File: src/rtl/ps2_port.sv
// Receive-only PS/2 host port: filters the lines, deframes device frames
// into a byte FIFO read over the NORA slave bus; inhibits clock when full.
module ps2_port #(
  parameter int DEPTH       = 8,
  parameter int FILTER      = 8,
  parameter int TIMEOUT_CYC = 7200
) (
  input  logic       clk6x,
  input  logic       resetn,
  input  logic       ps2_clk_i,
  input  logic       ps2_data_i,
  output logic       ps2_clkdr_o,
  output logic       ps2_datadr_o,
  input  logic [1:0] slv_addr_i,
  input  logic [7:0] slv_datawr_i,
  input  logic       slv_datawr_valid,
  output logic [7:0] slv_datard_o,
  input  logic       slv_req_i,
  input  logic       slv_rwn_i,
  output logic       irq_o
);

  localparam int PW = $clog2(DEPTH);
  localparam int FW = $clog2(FILTER + 1);
  localparam int TW = $clog2(TIMEOUT_CYC + 1);

  typedef enum logic [1:0] {IDLE, SHIFT, CHECK} state_t;

  state_t state_q, state_d;

  logic [1:0]         sync0_q, sync1_q;
  logic [1:0]         filt_q;
  logic [1:0][FW-1:0] fcnt_q;
  logic               fall_q;

  logic [3:0]         bitcnt_q;
  logic [9:0]         frame_q;
  logic [TW-1:0]      tcnt_q;

  logic               push, set_ferr, set_perr, set_ovf;
  logic               perr_q, ferr_q, ovf_q;

  logic [7:0]         mem [DEPTH];
  logic [PW-1:0]      wr_ptr_q, rd_ptr_q;
  logic [3:0]         count_q;
  logic               full, avail;

  logic               wr_en, flush, rd_flag_q, pop;
  logic               unused_wr;

  assign full  = count_q == 4'(DEPTH);
  assign avail = count_q != 4'd0;

  assign ps2_clkdr_o  = full;
  assign ps2_datadr_o = 1'b0;
  assign irq_o        = avail;

  assign wr_en = slv_req_i & ~slv_rwn_i & slv_datawr_valid
               & (slv_addr_i == 2'd0);
  assign flush = wr_en & slv_datawr_i[7];
  assign pop   = rd_flag_q & ~slv_req_i & avail;

  assign unused_wr = ^{slv_datawr_i[6:5], slv_datawr_i[1:0]};

  // bit 0 = clock line, bit 1 = data line
  always_ff @(posedge clk6x or negedge resetn) begin
    if (!resetn) begin
      sync0_q <= 2'b11;
      sync1_q <= 2'b11;
      filt_q  <= 2'b11;
      fcnt_q  <= '0;
      fall_q  <= 1'b0;
    end else begin
      sync0_q <= {ps2_data_i, ps2_clk_i};
      sync1_q <= sync0_q;
      fall_q  <= filt_q[0] & ~sync1_q[0]
               & (fcnt_q[0] == FW'(FILTER - 1));
      for (int i = 0; i < 2; i++) begin
        if (sync1_q[i] == filt_q[i]) begin
          fcnt_q[i] <= '0;
        end else if (fcnt_q[i] == FW'(FILTER - 1)) begin
          filt_q[i] <= sync1_q[i];
          fcnt_q[i] <= '0;
        end else begin
          fcnt_q[i] <= fcnt_q[i] + 1'b1;
        end
      end
    end
  end

  always_ff @(posedge clk6x or negedge resetn) begin
    if (!resetn) begin
      state_q <= IDLE;
    end else begin
      state_q <= state_d;
    end
  end

  always_comb begin
    state_d  = state_q;
    push     = 1'b0;
    set_ferr = 1'b0;
    set_perr = 1'b0;
    set_ovf  = 1'b0;
    unique case (state_q)
      IDLE: begin
        if (fall_q) begin
          if (filt_q[1]) set_ferr = 1'b1;
          else           state_d  = SHIFT;
        end
      end
      SHIFT: begin
        if (fall_q && bitcnt_q == 4'd9) begin
          state_d = CHECK;
        end else if (!fall_q && tcnt_q == TW'(TIMEOUT_CYC)) begin
          set_ferr = 1'b1;
          state_d  = IDLE;
        end
      end
      CHECK: begin
        state_d = IDLE;
        if (!frame_q[9])             set_ferr = 1'b1;
        else if (^frame_q[8:0] == 0) set_perr = 1'b1;
        else if (full)               set_ovf  = 1'b1;
        else                         push     = 1'b1;
      end
      default: state_d = IDLE;
    endcase
  end

  always_ff @(posedge clk6x or negedge resetn) begin
    if (!resetn) begin
      bitcnt_q <= '0;
      frame_q  <= '0;
      tcnt_q   <= '0;
    end else begin
      if (state_q != SHIFT || fall_q) tcnt_q <= '0;
      else                            tcnt_q <= tcnt_q + 1'b1;
      if (state_q == IDLE) begin
        bitcnt_q <= '0;
      end else if (state_q == SHIFT && fall_q) begin
        bitcnt_q <= bitcnt_q + 1'b1;
        frame_q  <= {filt_q[1], frame_q[9:1]};
      end
    end
  end

  // flush beats a same-cycle push or pop
  always_ff @(posedge clk6x or negedge resetn) begin
    if (!resetn) begin
      wr_ptr_q <= '0;
      rd_ptr_q <= '0;
      count_q  <= '0;
      for (int i = 0; i < DEPTH; i++) mem[i] <= '0;
    end else if (flush) begin
      wr_ptr_q <= '0;
      rd_ptr_q <= '0;
      count_q  <= '0;
    end else begin
      if (push) begin
        mem[wr_ptr_q] <= frame_q[7:0];
        wr_ptr_q      <= wr_ptr_q + 1'b1;
      end
      if (pop) rd_ptr_q <= rd_ptr_q + 1'b1;
      count_q <= count_q + 4'(push) - 4'(pop);
    end
  end

  always_ff @(posedge clk6x or negedge resetn) begin
    if (!resetn) begin
      perr_q    <= 1'b0;
      ferr_q    <= 1'b0;
      ovf_q     <= 1'b0;
      rd_flag_q <= 1'b0;
    end else begin
      perr_q    <= (perr_q & ~(wr_en & slv_datawr_i[2])) | set_perr;
      ferr_q    <= (ferr_q & ~(wr_en & slv_datawr_i[3])) | set_ferr;
      ovf_q     <= (ovf_q  & ~(wr_en & slv_datawr_i[4])) | set_ovf;
      rd_flag_q <= slv_req_i & slv_rwn_i & (slv_addr_i == 2'd1);
    end
  end

  always_comb begin
    slv_datard_o = '0;
    unique case (slv_addr_i)
      2'd0: slv_datard_o = {3'b0, ovf_q, ferr_q, perr_q, full, avail};
      2'd1: slv_datard_o = avail ? mem[rd_ptr_q] : 8'h00;
      2'd2: slv_datard_o = {4'b0, count_q};
      default: slv_datard_o = '0;
    endcase
  end

endmodule

File: config.mk
export PLATFORM = sky130hd
export DESIGN_NAME = ps2_port
export DESIGN_NICKNAME = d
export VERILOG_FILES = /design/src/rtl/ps2_port.sv
export SDC_FILE = /design/constraint.sdc
export NUM_CORES = 1
export LEC_CHECK = 0
export CORE_UTILIZATION = 47
export DETAILED_ROUTE_END_ITERATION = 7
export PLACE_DENSITY = 0.66
export SKIP_CTS_REPAIR_TIMING = 1
export SLEW_MARGIN = 20
export SYNTH_ARGS = -nofsm -noshare
export SYNTH_HDL_FRONTEND = slang
export SYNTH_SLANG_ARGS = --single-unit
File: constraint.sdc
create_clock -name clk6x -period 4.15 [get_ports clk6x]
set_input_delay 1.245 -clock clk6x [delete_from_list [all_inputs] [get_ports clk6x]]
set_output_delay 1.245 -clock clk6x [all_outputs]
set_load 0.03 [all_outputs]
==> results.py, run 1 <==
metrics = {
    "status": {
        "status": "finished, final reports clean",
    },
    "timing": {
        "hold_viol": 0,
        "worst_slew_pin_slew_ps": 803,
        "max_freq_mhz": 245,
        "maxSlewViolCount": 0,
        "final.setup.tns_ps": 0,
        "fin_hold_ws_ps": 355,
        "clock_skew_ps": 7.71,
        "period_minus_slack_ps": 4080,
        "relSlewSlack": 0.461,
        "setup_viol": 0,
        "rsz0062_at_grt": "no",
        "finalCritPeriodShare": 0.982,
    },
    "critical_path": {
        "arrival_ps": 2830,
        "start_kind": "input port",
        "r2r_setup_slack_ps": 1200,
        "endpoint_kind": "output pin",
        "r2r-start": "frame_q[2]",
        "cp_max_fo": 9,
        "path_class": "in2out",
        "reg2reg_depth": 8,
        "reg2reg_to": "count_q[2]",
        "cp_data_required_time_ps": 2900,
    },
    "job": {
        "max_cap_viol_count": 0,
    },
    "die": {
        "die_h_um": 114,
        "design.die.area_um2": 13000,
        "rows": 40,
        "core_area_um2": 12100,
        "ioPinCount": 28,
        "initial_core_util": 0.488,
        "die_w_um": 114,
    },
    "clocking": {
        "cts.htree.levels": 4,
        "cts-root-buf": "clkbuf_16",
        "clock_sinks": 122,
        "cts_buffer_depth": 2,
        "clk_latency_ps": 410,
        "path_clk_slew_ps": 50,
        "numCtsBuffers": 17,
        "cts_tree": "built",
    },
    "route": {
        "num_vias": 3669,
        "drt_pre_antenna_iters": 6,
        "avgRoutedWirePerCell_um": 17.3,
        "first_iter_violations": 220,
        "detail-route-antenna-nets": 0,
        "viasPerCell": 5.42,
        "post-route-drc-count": 0,
        "drt_wl_total_um": 11700,
    },
    "grt": {
        "grt_overflow": 0,
        "gr-usage-all-layers": 0.201,
        "antenna_found_initial": 0,
        "grt_pass1_wl_um": 19600,
        "grt_max_degree": 63,
        "grt_pass1_vias": 3863,
    },
    "synth": {
        "synth_compound_area_frac": 0.0379,
        "synth_fa_ha_area_frac": 0.0352,
        "synth.most_common_cell": "dfrtp_1",
        "synth_area_per_cell_um2": 12.7,
        "post-synth-top-area-fraction": 0.491,
        "async_reset_ff_frac": 1.00,
        "synth_common_cells": "dfrtp_1, mux2_2, nor2_1",
        "synth_edf_count": 0,
        "synthDistinctLibCells": 56,
        "muxShareOfSynthArea": 0.220,
        "synth_area_leader_cell": "dfrtp_1",
        "synth-simple-area-share": 0.120,
        "synth_xor_area_frac": 0.0404,
        "syn-cell-area_um2": 5910,
        "ys_seq_area_frac": 0.518,
        "synth_area_leaders": "dfrtp_1, mux2_2, mux4_2",
        "synthFlopType": "dfrtp_1",
        "ys_ff_latch": 122,
        "synth_top_family_by_area": "multiplexers",
        "netlist_instances": 466,
        "ys_warn_count": 0,
        "syn_nets": 499,
    },
    "hold_path": {
        "hold_path_end": "sync1_q[0]",
        "hold_depth": 0,
        "hold_class": "reg2reg",
        "hp-start": "sync0_q[0]",
    },
    "cells_and_area": {
        "seq_area_um2": 3060,
        "area_growth_syn_to_layout_pct": 17.4,
        "design_area_um2": 6930,
        "drive_gt1_frac": 0.326,
        "multiInputGateArea_um2": 2690,
        "nNetsFinal": 529,
        "n_fill_cell": 981,
        "diodes": 0,
        "post-route-util": 0.573,
    },
    "placement": {
        "portBuffers": 22,
        "gp_congestion": 0.818,
        "place_area_um2": 6330,
        "hpwl_um": 7800,
    },
    "power_and_ir_drop": {
        "leakage_uw": 0.00327,
        "p_per_area_nw_per_um2": 483,
        "p_total_uw": 3350,
        "ir_worst_vdd_uv": 311,
    },
}
power by group:
| group | switching [uW] | total (uW) | internal, uW |
|---|---|---|---|
| Clock | 516 | 1460 | 942 |
| Combinational | 297 | 539 | 242 |
| Sequential | 84.4 | 1350 | 1270 |
per-stage QoR:
step,cells,setup slack [ps]
2_1_floorplan,466,576
3_3_place_gp,645,117
3_5_place_dp,645,87.5
4_1_cts,677,73.6
5_1_grt,677,19.5
6_report,677,74.0
cells in the final DEF (no fill, tap or decap), types with 5 or more instances in the layout:
cell type | synthesis | layout
dfrtp_1 | 116 | 116
mux2_2 | 75 | 75
nor2_1 | 35 | 35
nand2_1 | 26 | 26
buf_4 | 2 | 19
clkbuf_16 | 0 | 17
inv_1 | 15 | 15
a21oi_1 | 15 | 15
ha_1 | 15 | 15
xnor2_1 | 14 | 14
mux4_2 | 14 | 14
mux2i_1 | 14 | 14
clkdlybuf4s50_1 | 0 | 14
nand3_1 | 10 | 10
nor3_1 | 10 | 10
o21ai_0 | 9 | 9
nor2b_1 | 8 | 8
xor2_1 | 7 | 7
dfstp_2 | 6 | 6
nand4_1 | 5 | 5
o22ai_1 | 5 | 5
cell families after synthesis:
family                   Yosys count
AND/OR/NAND/NOR                  124
XOR/XNOR                          24
AO/OA/AOI/OAI                     37
buffers and inverters             39
flip-flops                       122
other                              1
multiplexers                     103
adder cells (fa/ha/maj)           16
layout make-up:
cell class,count,share of cell area
well taps,168,0.0303
flip-flops and latches,122,0.441
inverters,15,0.00812
clock buffers,21,0.0693
clock inverters,11,0.0171
repair buffers,35,0.0466
multi-input cells,305,0.387
critical path, cell delays in order:
cell	delay [ps]
clkdlybuf4s50_1	570
nand2_1	140
nand2_1	60
o22ai_1	130
clkdlybuf4s50_1	690
state kept, by name, indices dropped and copies added, names as in the netlist:
| register | count |
|---|---|
| mem | 64 |
| tcnt_q | 13 |
| frame_q | 10 |
| fcnt_q | 8 |
| bitcnt_q | 4 |
| count_q | 4 |
| rd_ptr_q | 3 |
| wr_ptr_q | 3 |
| filt_q | 2 |
| state_q | 2 |
| sync0_q | 2 |
| sync1_q | 2 |
| fall_q | 1 |
| ferr_q | 1 |
| ovf_q | 1 |
| perr_q | 1 |
| rd_flag_q | 1 |
worst max path at each step:
stage | from | slack [ps] | end | cells after the start
CTS | slv_addr_i[0] | 70 | slv_datard_o[0] | 5
global route | slv_addr_i[0] | 20 | slv_datard_o[0] | 5
floorplan | slv_addr_i[0] | 580 | slv_datard_o[1] | 4
detailed placement | slv_addr_i[0] | 90 | slv_datard_o[0] | 5
finish | slv_addr_i[0] | 70 | slv_datard_o[0] | 5
global placement | slv_addr_i[0] | 120 | slv_datard_o[0] | 5
metal layers:
layer | global-route usage | vias to the layer above | routed length, um | part of all wire
met3 | 0.0535 | 10 | 341 | 0.029
met1 | 0.267 | 1892 | 5680 | 0.49
met2 | 0.321 | 50 | 5550 | 0.47
met5 | 0 | - | 0 | 0
met4 | 0.0693 | 0 | 136 | 0.012
li1 | - | 1717 | - | -
No activity file was read; power rests on OpenSTA's default activity.
==> run 2: changes to the inputs <==
Clock period 4.15 ns to 4.8 ns, I/O delays scaled along.
==> results.py, run 2 (same netlist as run 1, synthesis figures left out) <==
metrics = {
    "status": {
        "status": "finished, final reports clean",
    },
    "timing": {
        "rsz0062_at_grt": "no",
        "setup_viol": 0,
        "maxSlewViolCount": 0,
        "finalCritPeriodShare": 0.937,
        "period_minus_slack_ps": 4500,
        "worst_slew_pin_slew_ps": 757,
        "hold_viol": 0,
        "final.setup.tns_ps": 0,
        "relSlewSlack": 0.491,
        "clock_skew_ps": 6.98,
        "max_freq_mhz": 222,
    },
    "critical_path": {
        "arrival_ps": 3060,
        "path_class": "in2out",
        "start_kind": "input port",
        "endpoint_kind": "output pin",
        "cp_data_required_time_ps": 3360,
        "cp_max_fo": 2,
    },
    "die": {
        "ioPinCount": 28,
        "die_h_um": 114,
        "rows": 40,
        "core_area_um2": 12100,
        "design.die.area_um2": 13000,
        "die_w_um": 114,
        "initial_core_util": 0.488,
    },
    "route": {
        "wl_met1_um": 5610,
        "first_iter_violations": 278,
        "wl_met3_um": 383,
        "post-route-drc-count": 0,
        "drt_pre_antenna_iters": 4,
        "drt_wl_total_um": 11600,
        "routed-wl-met2_um": 5400,
        "top_layer": "met4",
        "viasPerCell": 5.45,
        "num_vias": 3668,
        "avgRoutedWirePerCell_um": 17.2,
        "detail-route-antenna-nets": 0,
    },
    "clocking": {
        "path_clk_slew_ps": 50,
        "cts-root-buf": "clkbuf_16",
        "clk_latency_ps": 420,
        "clock_sinks": 122,
        "cts_tree": "built",
        "cts.htree.levels": 4,
        "cts_buffer_depth": 2,
        "numCtsBuffers": 17,
    },
    "placement": {
        "portBuffers": 22,
        "hpwl_um": 7710,
        "gp_congestion": 0.776,
    },
    "cells_and_area": {
        "final_cell_mix": "dfrtp_1, mux2_2, nor2_1, nand2_1, clkbuf_16",
        "post-route-util": 0.570,
        "n_fill_cell": 1011,
        "diodes": 0,
        "regMostFlops": "mem",
        "nNetsFinal": 525,
        "largest_register_ffs": 64,
        "area_growth_syn_to_layout_pct": 16.9,
        "reg_top3": "mem x64, tcnt_q x13, frame_q x10",
        "drive_gt1_frac": 0.319,
        "final_common_cell": "dfrtp_1",
    },
    "grt": {
        "grt_overflow": 0,
        "gr-usage-all-layers": 0.199,
        "grt_pass1_vias": 3702,
        "antenna_found_initial": 0,
        "grt_pass1_wl_um": 19100,
        "grt_max_degree": 60,
    },
    "power_and_ir_drop": {
        "p_total_uw": 2930,
        "leakage_uw": 0.00325,
        "p_per_area_nw_per_um2": 425,
        "ir_worst_vdd_uv": 251,
    },
    "job": {
        "max_cap_viol_count": 0,
    },
    "hold_path": {
        "hold_class": "reg2reg",
    },
}
## run 2: changes by cell type in the layout (fill, tap and decap cells not counted)
cell             previous run  this run
buf_4                      19        15
buf_12                      2         1
clkbuf_8                    4         3
clkdlybuf4s50_1            14        15
clkinv_2                    4         5
clkinvlp_4                  4         3
bufinv_16                   2         3
## run 2: power breakdown
part / internal [uW] / switching [uW] / leakage, uW
combinational: 209 / 235 / 0.00130
sequential: 1100 / 90.8 / 0.00166
clock: 852 / 450 / 0.000298
total: 2160 / 775 / 0.00325
## run 2: metal layers
metal,track usage,vias to the layer above
met4,0.0823,0
met2,0.301,49
li1,-,1707
met5,0,-
met3,0.0540,15
met1,0.273,1897
## run 2: worst paths after layout
kind / slack, ps / startpoint / end / depth (start not counted)
setup / recovery: 300 / slv_addr_i[0] / slv_datard_o[4] / 5
max in group asynchronous: 2770 / resetn / sync0_q[1] / 2
min in group asynchronous: 1080 / resetn / tcnt_q[9] / 1
hold / removal: 350 / sync0_q[0] / sync1_q[0] / 0
hold reg to reg: 350 / sync0_q[0] / sync1_q[0] / 0
setup reg to reg: 1860 / frame_q[2] / count_q[2] / 8
## run 2: final cells by class
type / instances / area (um2) / area share
multi-input cells: 305 / 2690 / 0.389
inverters: 15 / 56.3 / 0.00815
clock buffers: 20 / 467 / 0.0676
flip-flops and latches: 122 / 3060 / 0.443
repair buffers: 31 / 283 / 0.0409
well taps: 168 / 210 / 0.0304
clock inverters: 12 / 146 / 0.0212
## run 2: critical path, stage by stage
cell	delay (ps)
clkdlybuf4s50_1	500
o311a_1	160
nand4_1	100
a21oi_1	140
clkdlybuf4s50_1	700
## run 2: per-stage QoR
stage / hold slack, ps / cells / worst slack, ps / cell area, um2
floorplan: 345 / 466 / 836 / 5910
global route: 358 / 673 / 224 / 6910
detailed placement: 347 / 641 / 296 / 6290
global placement: 346 / 641 / 310 / 6290
finish: 354 / 673 / 305 / 6910
CTS: 355 / 673 / 292 / 6910
==> run 3: changes to the inputs <==
Settings changed: ABC_AREA set to 1, PLACE_DENSITY 0.66 to 0.65.
==> results.py, run 3 <==
metrics = {
    "status": {
        "status": "finished, final reports clean",
    },
    "placement": {
        "portBuffers": 22,
        "place_area_um2": 6590,
        "dp_slack_ps": 86.8,
        "gp_congestion": 0.811,
        "hpwl_um": 9860,
    },
    "cells_and_area": {
        "n_fill_cell": 1225,
        "diodes": 0,
        "seq_area_um2": 3060,
        "multiInputGateArea_um2": 2770,
        "nNetsFinal": 802,
        "area_growth_syn_to_layout_pct": 12.9,
        "final_cell_mix": "nand2_1, dfrtp_1, nor2_1, inv_1, nand4_1",
        "post-route-util": 0.546,
        "reg_top3": "mem x64, tcnt_q x13, frame_q x10",
        "design_area_um2": 7230,
        "largest_register_ffs": 64,
        "regMostFlops": "mem",
        "drive_gt1_frac": 0.106,
        "final_common_cell": "nand2_1",
    },
    "grt": {
        "met3_usage": 0.0579,
        "grt_use_met1": 0.295,
        "antenna_found_initial": 0,
        "grt_max_degree": 71,
        "grt_pass1_wl_um": 25400,
        "grt_use_met2": 0.368,
        "grt_overflow": 0,
        "top_usage_layer": "met2",
        "gr-usage-all-layers": 0.232,
        "grt_pass1_vias": 5132,
    },
    "synth": {
        "synth_area_leaders": "dfrtp_1, nand2_1, nand4_1",
        "synth_common_cells": "nand2_1, dfrtp_1, nor2_1",
        "syn_nets": 790,
        "synthDistinctLibCells": 43,
        "synth_xor_area_frac": 0.0108,
        "ys_ff_latch": 122,
        "synth_edf_count": 0,
        "synth_area_leader_cell": "dfrtp_1",
        "muxShareOfSynthArea": 0,
        "post-synth-top-area-fraction": 0.453,
        "ys_seq_area_frac": 0.478,
        "synth_top_family_by_area": "simple AND/OR/NAND/NOR gates",
        "synth-simple-area-share": 0.299,
        "netlist_instances": 757,
        "synth_area_per_cell_um2": 8.46,
        "synth_compound_area_frac": 0.0889,
        "async_reset_ff_frac": 1.00,
        "synth_fa_ha_area_frac": 0.0324,
        "synth.most_common_cell": "nand2_1",
        "syn-cell-area_um2": 6400,
        "synthFlopType": "dfrtp_1",
        "ys_warn_count": 0,
    },
    "timing": {
        "setup_slack_ps": 140,
        "finalCritPeriodShare": 0.971,
        "maxSlewViolCount": 0,
        "worst_slew_pin_slew_ps": 843,
        "hold_viol": 0,
        "relSlewSlack": 0.438,
        "period_minus_slack_ps": 4660,
        "max_freq_mhz": 215,
        "final.setup.tns_ps": 0,
        "setup_viol": 0,
        "fin_hold_ws_ps": 353,
        "rsz0062_at_grt": "no",
        "clock_skew_ps": 8.00,
    },
    "die": {
        "ioPinCount": 28,
        "die_w_um": 119,
        "core_area_um2": 13200,
        "rows": 42,
        "design.die.area_um2": 14100,
        "initial_core_util": 0.483,
        "die_h_um": 119,
    },
    "route": {
        "drt_wl_total_um": 15000,
        "detail-route-antenna-nets": 0,
        "post-route-drc-count": 0,
        "viasPerCell": 5.58,
        "avgRoutedWirePerCell_um": 15.7,
        "drt_pre_antenna_iters": 5,
        "num_vias": 5346,
        "first_iter_violations": 490,
    },
    "critical_path": {
        "endpoint_kind": "output pin",
        "path_class": "in2out",
        "cp_max_fo": 6,
        "arrival_ps": 3220,
        "cp_data_required_time_ps": 3360,
        "start_kind": "input port",
    },
    "clocking": {
        "numCtsBuffers": 17,
        "cts.htree.levels": 4,
        "clk_latency_ps": 420,
        "path_clk_slew_ps": 50,
        "cts-root-buf": "clkbuf_16",
        "clock_sinks": 122,
        "cts_tree": "built",
        "cts_buffer_depth": 2,
    },
    "power_and_ir_drop": {
        "leakage_uw": 0.00357,
        "p_per_area_nw_per_um2": 461,
        "ir_worst_vdd_uv": 369,
    },
    "job": {
        "max_cap_viol_count": 0,
    },
    "hold_path": {
        "hold_class": "reg2reg",
    },
}
[run 3: cell count changes after synthesis, moves of 14 or more]
cell     before  now
nand2_1      26  189
mux2_2       75    0
nand4_1       5   66
inv_1        15   66
o21ai_0       9   59
nor2_1       35   77
nand3_1      10   38
mux2i_1      14    0
mux4_2       14    0
[run 3: layout make-up]
| class | instances | area share |
|---|---|---|
| tap | 176 | 0.0305 |
| clock buffer | 20 | 0.0632 |
| timing repair buffer | 32 | 0.0412 |
| multi-input combinational | 528 | 0.383 |
| clock inverter | 12 | 0.0237 |
| sequential | 122 | 0.423 |
| inverter | 68 | 0.0353 |
[run 3: metal layers]
metal / part of all wire / wire length [um]
met2: 0.48 / 7140
met4: 0.032 / 478
met3: 0.046 / 683
met1: 0.45 / 6700
met5: 0 / 0
[run 3: cell families (layout without fill, tap and decap cells)]
group,after synthesis,count (layout)
other cells,1,1
compound gates,100,100
xor+xnor,7,7
simple gates,404,404
flops,122,122
buf+inv,107,132
fa+ha+maj,16,16
[run 3: report_power, final]
group          switching [uW]  total [uW]  leakage [uW]  internal [uW]
logic                     474         745       0.00163            271
registers                 107        1240       0.00164           1130
clock network             456        1350      0.000302            892
[run 3: critical path: stages]
cell,delay [ps]
clkdlybuf4s50_1,530
inv_1,100
or2_2,300
a31oi_1,150
buf_4,190
o21ai_0,130
a31oi_2,230
buf_12,150
[run 3: per-stage QoR]
step	cells	total power, uW
2_1_floorplan	757	1730
3_3_place_gp	925	1970
3_5_place_dp	925	2000
5_1_grt	958	3500
4_1_cts	957	3350
6_report	958	3330
[run 3: path summary, 6_finish.rpt]
kind                               start         endpoint  slack (ps)  depth (start not counted)
max                        slv_addr_i[0]  slv_datard_o[5]         140                          8
min                           sync0_q[1]       sync1_q[1]         350                          0
max reg2reg                   frame_q[2]       count_q[1]        1800                         12
min reg2reg                   sync0_q[1]       sync1_q[1]         350                          0
max in group asynchronous         resetn       sync0_q[0]        2880                          2
min in group asynchronous         resetn           mem[2]        1070                          1
